### src/rtl/apb_master_bridge_if.sv
// apb_master_bridge_if: host request/response channel plus the APB bus of the bridge
interface apb_master_bridge_if #(
    parameter int NUM_SLAVES = 4
);
    logic                         req_valid;
    logic                         req_ready;
    logic                         req_write;
    logic [31:0]                  req_addr;
    logic [31:0]                  req_wdata;
    logic                         rsp_valid;
    logic [31:0]                  rsp_rdata;
    logic                         rsp_err;
    logic [31:0]                  PADDR;
    logic [31:0]                  PWDATA;
    logic                         PWRITE;
    logic                         PENABLE;
    logic [NUM_SLAVES-1:0]        PSEL;
    logic [NUM_SLAVES-1:0][31:0]  PRDATA;
    logic [NUM_SLAVES-1:0]        PREADY;
    logic [NUM_SLAVES-1:0]        PSLVERR;

    modport master (
        input  req_valid, req_write, req_addr, req_wdata, PRDATA, PREADY, PSLVERR,
        output req_ready, rsp_valid, rsp_rdata, rsp_err, PADDR, PWDATA, PWRITE, PENABLE, PSEL
    );

    modport slave (
        output req_valid, req_write, req_addr, req_wdata, PRDATA, PREADY, PSLVERR,
        input  req_ready, rsp_valid, rsp_rdata, rsp_err, PADDR, PWDATA, PWRITE, PENABLE, PSEL
    );
endinterface

### src/rtl/apb_master_bridge.sv
// apb_master_bridge: single-outstanding host request to APB transfer bridge with decode and timeout
module apb_master_bridge #(
    parameter int NUM_SLAVES     = 4,
    parameter int SEL_LSB        = 12,
    parameter int TIMEOUT_CYCLES = 16
) (
    input logic                 clk,
    input logic                 n_rst,
    apb_master_bridge_if.master bus
);
    localparam int SEL_W = NUM_SLAVES > 1 ? $clog2(NUM_SLAVES) : 1;
    localparam int CNT_W = $clog2(TIMEOUT_CYCLES + 2);
    localparam logic [1:0] IDLE   = 2'd0;
    localparam logic [1:0] SETUP  = 2'd1;
    localparam logic [1:0] ACCESS = 2'd2;
    localparam logic [1:0] DECERR = 2'd3;
    localparam logic [31:0] ERR_DATA = 32'hbad1bad1;

    logic [1:0]       state;
    logic [SEL_W-1:0] idx;
    logic [SEL_W-1:0] sel;
    logic [CNT_W-1:0] wait_cnt;
    logic             accept;
    logic             bad_sel;
    logic             ready_sel;
    logic             timed_out;
    logic             done;
    logic             abort;

    assign sel       = bus.req_addr[SEL_LSB +: SEL_W];
    assign bad_sel   = int'(sel) >= NUM_SLAVES;
    assign accept    = state == IDLE && bus.req_valid;
    assign ready_sel = bus.PREADY[idx];
    // a timeout fires on the ACCESS cycle that would be the TIMEOUT_CYCLES-th consecutive low PREADY
    assign timed_out = TIMEOUT_CYCLES != 0 && state == ACCESS && !ready_sel &&
                       wait_cnt == CNT_W'(TIMEOUT_CYCLES - 1);
    assign abort     = state == DECERR || timed_out;
    assign done      = state == DECERR || (state == ACCESS && (ready_sel || timed_out));

    assign bus.req_ready = state == IDLE;
    assign bus.PSEL      = (state == SETUP || state == ACCESS) ? NUM_SLAVES'(1) << idx : '0;
    assign bus.PENABLE   = state == ACCESS;

    // phase sequencing: IDLE -> SETUP -> ACCESS -> IDLE, or IDLE -> DECERR -> IDLE
    always_ff @(posedge clk or negedge n_rst) begin
        if (!n_rst)
            state <= IDLE;
        else
            state <= accept ? (bad_sel ? DECERR : SETUP) :
                     state == SETUP ? ACCESS :
                     done ? IDLE : state;
    end

    // latch the request; APB address/data only move for decodable requests so the bus stays quiet otherwise
    always_ff @(posedge clk or negedge n_rst) begin
        if (!n_rst) begin
            idx        <= '0;
            bus.PADDR  <= '0;
            bus.PWDATA <= '0;
            bus.PWRITE <= 1'b0;
        end else if (accept) begin
            idx <= sel;
            if (!bad_sel) begin
                bus.PADDR  <= bus.req_addr;
                bus.PWDATA <= bus.req_wdata;
                bus.PWRITE <= bus.req_write;
            end
        end
    end

    // count consecutive PREADY-low ACCESS cycles, restarting with every accepted request
    always_ff @(posedge clk or negedge n_rst) begin
        if (!n_rst)
            wait_cnt <= '0;
        else
            wait_cnt <= accept ? '0 : (state == ACCESS && !ready_sel) ? wait_cnt + 1'b1 : wait_cnt;
    end

    // registered response: one-cycle valid pulse, data and error held until the next completion
    always_ff @(posedge clk or negedge n_rst) begin
        if (!n_rst) begin
            bus.rsp_valid <= 1'b0;
            bus.rsp_rdata <= '0;
            bus.rsp_err   <= 1'b0;
        end else begin
            bus.rsp_valid <= done;
            if (done) begin
                bus.rsp_rdata <= abort ? ERR_DATA : bus.PWRITE ? 32'h0 : bus.PRDATA[idx];
                bus.rsp_err   <= abort || bus.PSLVERR[idx];
            end
        end
    end
endmodule
### src/flat_wrapper.sv
// flat-port wrapper written by rule: the top's interface ports become plain ports
module apb_master_bridge_flat 
#(
    parameter int NUM_SLAVES     = 4,
    parameter int SEL_LSB        = 12,
    parameter int TIMEOUT_CYCLES = 16
)
  (clk, n_rst, bus_req_valid, bus_req_write, bus_req_addr, bus_req_wdata, bus_PRDATA, bus_PREADY, bus_PSLVERR, bus_req_ready, bus_rsp_valid, bus_rsp_rdata, bus_rsp_err, bus_PADDR, bus_PWDATA, bus_PWRITE, bus_PENABLE, bus_PSEL);
  apb_master_bridge_if #(.NUM_SLAVES(NUM_SLAVES)) bus_i ();
  input logic clk;
  input logic n_rst;
  input wire logic [$bits(bus_i.req_valid)-1:0] bus_req_valid;
  input wire logic [$bits(bus_i.req_write)-1:0] bus_req_write;
  input wire logic [$bits(bus_i.req_addr)-1:0] bus_req_addr;
  input wire logic [$bits(bus_i.req_wdata)-1:0] bus_req_wdata;
  input wire logic [$bits(bus_i.PRDATA)-1:0] bus_PRDATA;
  input wire logic [$bits(bus_i.PREADY)-1:0] bus_PREADY;
  input wire logic [$bits(bus_i.PSLVERR)-1:0] bus_PSLVERR;
  output wire logic [$bits(bus_i.req_ready)-1:0] bus_req_ready;
  output wire logic [$bits(bus_i.rsp_valid)-1:0] bus_rsp_valid;
  output wire logic [$bits(bus_i.rsp_rdata)-1:0] bus_rsp_rdata;
  output wire logic [$bits(bus_i.rsp_err)-1:0] bus_rsp_err;
  output wire logic [$bits(bus_i.PADDR)-1:0] bus_PADDR;
  output wire logic [$bits(bus_i.PWDATA)-1:0] bus_PWDATA;
  output wire logic [$bits(bus_i.PWRITE)-1:0] bus_PWRITE;
  output wire logic [$bits(bus_i.PENABLE)-1:0] bus_PENABLE;
  output wire logic [$bits(bus_i.PSEL)-1:0] bus_PSEL;
  assign bus_i.req_valid = bus_req_valid;
  assign bus_i.req_write = bus_req_write;
  assign bus_i.req_addr = bus_req_addr;
  assign bus_i.req_wdata = bus_req_wdata;
  assign bus_i.PRDATA = bus_PRDATA;
  assign bus_i.PREADY = bus_PREADY;
  assign bus_i.PSLVERR = bus_PSLVERR;
  assign bus_req_ready = bus_i.req_ready;
  assign bus_rsp_valid = bus_i.rsp_valid;
  assign bus_rsp_rdata = bus_i.rsp_rdata;
  assign bus_rsp_err = bus_i.rsp_err;
  assign bus_PADDR = bus_i.PADDR;
  assign bus_PWDATA = bus_i.PWDATA;
  assign bus_PWRITE = bus_i.PWRITE;
  assign bus_PENABLE = bus_i.PENABLE;
  assign bus_PSEL = bus_i.PSEL;
  apb_master_bridge #(.NUM_SLAVES(NUM_SLAVES), .SEL_LSB(SEL_LSB), .TIMEOUT_CYCLES(TIMEOUT_CYCLES)) u_core (.clk(clk), .n_rst(n_rst), .bus(bus_i));
endmodule
### config.mk
export PLATFORM = sky130hd
export DESIGN_NAME = apb_master_bridge_flat
export DESIGN_NICKNAME = d
export VERILOG_FILES = /design/src/rtl/apb_master_bridge_if.sv /design/src/rtl/apb_master_bridge.sv /design/src/flat_wrapper.sv
export SDC_FILE = /design/constraint.sdc
export NUM_CORES = 1
export LEC_CHECK = 0
export BUFFER_PORTS_ARGS = -buffer_cell sky130_fd_sc_hd__buf_4
export CAP_MARGIN = 10
export CORE_AREA = 2 2 121 123
export CTS_BUF_LIST = sky130_fd_sc_hd__clkbuf_8 sky130_fd_sc_hd__clkbuf_16
export DETAILED_ROUTE_END_ITERATION = 12
export DIE_AREA = 0 0 123 125
export PLACE_DENSITY_LB_ADDON = 0.15
export SYNTH_ARGS = -nofsm -noshare
export SYNTH_HDL_FRONTEND = slang
export SYNTH_SLANG_ARGS = --single-unit
### constraint.sdc
create_clock -name clk -period 2.25 [get_ports clk]
set_clock_uncertainty 0.1 [all_clocks]
set_input_delay 0.3375 -clock clk [delete_from_list [all_inputs] [get_ports clk]]
set_output_delay 0.3375 -clock clk [all_outputs]
set_load 0.02 [all_outputs]
==> key figures <==
Critical path
  • FF-to-FF setup slack: 230 ps
  • Reg2reg start: u_core.wait_cnt[0]
  • Sort of element at the start of the critical path: register
  • CP endpoint kind: register
  • Count of cells along the worst register-to-register path: 7
  • Critical path fanouts, max: 21
  • Cell repeated most along the worst path: sky130_fd_sc_hd__ha_1
  • Buffering stage count on the worst path with inverters included: 1
  • Cell at the slowest stage of the critical path: sky130_fd_sc_hd__dfrtp_1
  • Crit Path Category: reg2reg
  • Required time of the worst setup path: 2410 ps
  • End of the worst register-to-register path: u_core.bus.rsp_rdata[28]
  • Arrival time reported for the critical path endpoint: 2180 ps
  • Cell family with the largest share of critical-path delay: compound AO/OA/AOI/OAI gates
  • Chain of cells forming the critical path: ha_1 -> and3_1 -> ha_1 -> nor3_1 -> a221o_1 -> inv_2 -> a2bb2oi_1
  • Maximum cell stage delay along the critical path: 380 ps

Global routing
  • Number of global-route vias before repair: 4344
  • Global-route wire length before repair: 21900 um
  • GRT Total Usage: 18.5%
  • Maximum number of pins on one net before global-route repair: 59
  • Antenna violations before repair: 0
  • Remaining global-route overflow: 0

Clock tree
  • Root Buffer: sky130_fd_sc_hd__clkbuf_16
  • # Post-CTS Setup Buffers: 0
  • Clock transition at path regs: 70 ps
  • CTS tree: built
  • Sink Count: 106
  • Buffers from clock root to sink, at most: 2
  • Number of buffers created by CTS: 9
  • Skew-Pair Late Insertion Delay: 340 ps
  • H-tree levels: 3

Timing
  • Maximum achievable frequency: 495 MHz
  • Part of the cycle the worst path needs: 89.8%
  • Number of slew-limit violations in the final report: 0
  • Worst max-slew margin expressed relative to the limit: 51.3%
  • Minimum setup slack in the final design: 230 ps
  • Final hold viol count: 0
  • Setup repair after global routing missed its margin: false
  • Number of setup violations in the final report: 0
  • Final worst path period need: 2020 ps
  • Worst Max-Slew Pin Slew: 728 ps
  • TNS Setup: 0 ps
  • Min Hold Slack: 124 ps

Finish
  • Final core utilization: 55.2%
  • Total of fill cells in the finished design: 1257
  • Fraction of layout cells with a size suffix above 1: 68.5%
  • Area growth from synthesis to layout: 56.9%
  • Number of diodes: 0
  • Number of nets in the layout: 846

Routing
  • Avg Vias per Cell: 4.94
  • Remaining DRCs: 0
  • First DRT Iteration DRCs: 183
  • DRT Pass-1 Iters: 4
  • Number of routed nets with antenna violations: 0
  • Count of vias placed by the detailed router: 4064
  • Post-Route WL: 14100 um
  • Routed wirelength normalized by instance count: 17.2 um

Synthesis
  • Post-Syn Area per Cell: 15.2 um2
  • Distinct cell type count after synthesis: 31
  • Area of the mapped netlist: 0.00500 mm2
  • Synth warn: 0
  • Seq/Total Area, Yosys: 53.0%
  • Number of instances in the synthesized netlist: 330
  • Flip-flop and latch count after synthesis: 106
  • Total nets after synthesis: 540

Job
  • # Max-Cap Violations: 0

Die
  • Floorplan die area: 0.0154 mm2
  • Die Wd: 123 um
  • Floorplan Core Area: 0.0142 mm2
  • I/O pin total: 309
  • Starting Density: 35.2%
  • Die height: 125 um
  • Placement Rows: 44

Power
  • Total power divided by cell area: 1390 mW/mm2
  • Leakage power total: 3.70 nW
  • Max rail drop VDD: 0.641 mV
  • Total chip power: 10.9 mW

Placed design
  • Count of input and output buffers: 308
  • Final weighted congestion of routability-driven global placement: 0.737
  • DPL Wire Length: 11200 um
  • Post-place setup slack: -59.7 ps

Worst hold path
  • Hold EP: u_core.bus.PADDR[0]
  • Min-Delay Path Depth: 2
  • Min-delay worst type: in2reg
  • Startpoint of the tightest hold check path: bus_req_addr[0]

Outcome
  • Status: finished, final reports clean
-- cells by family after synthesis --
family          share of synthesized area, %
compound gates                          7.41
fa+ha+maj                               1.50
buf+inv                                 2.88
flops                                   53.0
mux                                     30.3
simple gates                            4.83
-- worst reg2reg max path: stages (launching register included) --
cell and delay [ps]:
sky130_fd_sc_hd__dfrtp_1 380, sky130_fd_sc_hd__ha_1 180, sky130_fd_sc_hd__and3_1 170, sky130_fd_sc_hd__ha_1 160
sky130_fd_sc_hd__nor3_1 50, sky130_fd_sc_hd__a221o_1 380, sky130_fd_sc_hd__inv_2 300, sky130_fd_sc_hd__a2bb2oi_1 220
-- through the flow --
step / instance area (um2) / std cells
after floorplan: 5000 / 330
after global placement: 7550 / 807
after detailed placement: 7550 / 807
after CTS: 7830 / 822
after global routing: 7850 / 823
final: 7850 / 823
-- cell type report --
| type | count | area [um2] | area share (%) |
|---|---|---|---|
| inverter | 8 | 30.0 | 0.383 |
| clock buffer | 10 | 239 | 3.05 |
| clock inverter | 4 | 22.5 | 0.287 |
| timing repair buffer | 321 | 2450 | 31.3 |
| sequential | 106 | 2660 | 33.8 |
| tap | 184 | 230 | 2.93 |
| multi-input combinational | 190 | 2210 | 28.2 |
-- synthesized netlist by cell type --
library cell | instances | area share (%)
sky130_fd_sc_hd__a2bb2oi_1 | 19 | 3.3
sky130_fd_sc_hd__or4_1 | 2 | 0.30
sky130_fd_sc_hd__nand3_1 | 1 | 0.10
sky130_fd_sc_hd__o31ai_1 | 3 | 0.45
sky130_fd_sc_hd__a221o_1 | 1 | 0.20
sky130_fd_sc_hd__ha_1 | 6 | 1.5
sky130_fd_sc_hd__buf_2 | 10 | 1.0
sky130_fd_sc_hd__mux2_2 | 65 | 15
sky130_fd_sc_hd__inv_2 | 1 | 0.075
sky130_fd_sc_hd__dfrtp_1 | 106 | 53
sky130_fd_sc_hd__buf_4 | 1 | 0.15
sky130_fd_sc_hd__nand2_1 | 2 | 0.15
sky130_fd_sc_hd__a31o_2 | 1 | 0.18
sky130_fd_sc_hd__inv_1 | 7 | 0.53
sky130_fd_sc_hd__a22o_1 | 14 | 2.5
sky130_fd_sc_hd__mux4_2 | 34 | 15
sky130_fd_sc_hd__buf_1 | 2 | 0.15
sky130_fd_sc_hd__and3_1 | 2 | 0.25
sky130_fd_sc_hd__nor2_1 | 2 | 0.15
sky130_fd_sc_hd__clkbuf_1 | 13 | 0.98
sky130_fd_sc_hd__and3b_1 | 1 | 0.18
sky130_fd_sc_hd__nand2b_1 | 18 | 2.3
sky130_fd_sc_hd__o21ai_0 | 3 | 0.30
sky130_fd_sc_hd__mux2i_1 | 2 | 0.40
sky130_fd_sc_hd__and2_1 | 1 | 0.13
sky130_fd_sc_hd__or3_1 | 3 | 0.38
sky130_fd_sc_hd__nor3_1 | 1 | 0.10
sky130_fd_sc_hd__nor3b_2 | 1 | 0.25
sky130_fd_sc_hd__a21oi_1 | 5 | 0.50
sky130_fd_sc_hd__nor3b_1 | 2 | 0.30
sky130_fd_sc_hd__nor4b_2 | 1 | 0.30
-- worst max path at each step --
stage                                   from                       end  slack [ps]  cells after the start
after floorplan              u_core.state[0]       u_core.bus.PADDR[0]         210                      6
after global placement       u_core.state[0]  u_core.bus.rsp_rdata[26]         110                      5
after detailed placement     u_core.state[0]  u_core.bus.rsp_rdata[21]         -60                      5
after CTS                    u_core.state[0]  u_core.bus.rsp_rdata[28]          20                      5
after global routing      u_core.wait_cnt[0]           u_core.state[0]          70                      7
final                     u_core.wait_cnt[0]  u_core.bus.rsp_rdata[28]         230                      7
-- flip-flops by register name, summed over array words and instances, names as in the netlist, 2 cells and up --
signal / flops
u_core.bus.PADDR: 31
u_core.state: 2
u_core.bus.rsp_rdata: 32
u_core.bus.PWDATA: 32
u_core.wait_cnt: 5
-- placed cells by master (no fill, tap or decap), types with 2 or more instances in the layout --
master,n
sky130_fd_sc_hd__nor3b_1,2
sky130_fd_sc_hd__and3_1,2
sky130_fd_sc_hd__nand2b_1,18
sky130_fd_sc_hd__nor2_1,2
sky130_fd_sc_hd__nand2_1,2
sky130_fd_sc_hd__a21oi_1,5
sky130_fd_sc_hd__mux2i_1,2
sky130_fd_sc_hd__buf_4,316
sky130_fd_sc_hd__dfrtp_1,104
sky130_fd_sc_hd__or3_1,3
sky130_fd_sc_hd__mux4_2,34
sky130_fd_sc_hd__inv_1,9
sky130_fd_sc_hd__o31ai_1,3
sky130_fd_sc_hd__or4_1,2
sky130_fd_sc_hd__a2bb2oi_1,19
sky130_fd_sc_hd__a22o_1,14
sky130_fd_sc_hd__mux2_2,65
sky130_fd_sc_hd__clkbuf_16,9
sky130_fd_sc_hd__clkinvlp_4,2
sky130_fd_sc_hd__ha_1,6
sky130_fd_sc_hd__dfrtp_2,2
sky130_fd_sc_hd__buf_12,3
sky130_fd_sc_hd__o21ai_0,3
-- where the power goes --
group / internal, mW / total, mW / switching, mW
clock network: 0.760 / 1.41 / 0.647
registers: 2.81 / 3.31 / 0.505
logic: 3.16 / 6.17 / 3.01
-- layer usage --
layer | track usage (%) | routed length, um | up-vias
li1 | - | - | 1856
met1 | 19.4 | 4910 | 2007
met5 | 0 | 0 | -
met4 | 5.82 | 303 | 0
met3 | 6.11 | 1210 | 20
met2 | 34.2 | 7710 | 181
-- repair_timing --
action,in CTS,in global routing
hold buffers,1,0
setup endpoints to repair,14,0
hold endpoints to repair,29,0
gates resized for setup,1,0
Power figures use the tool's default switching activity.
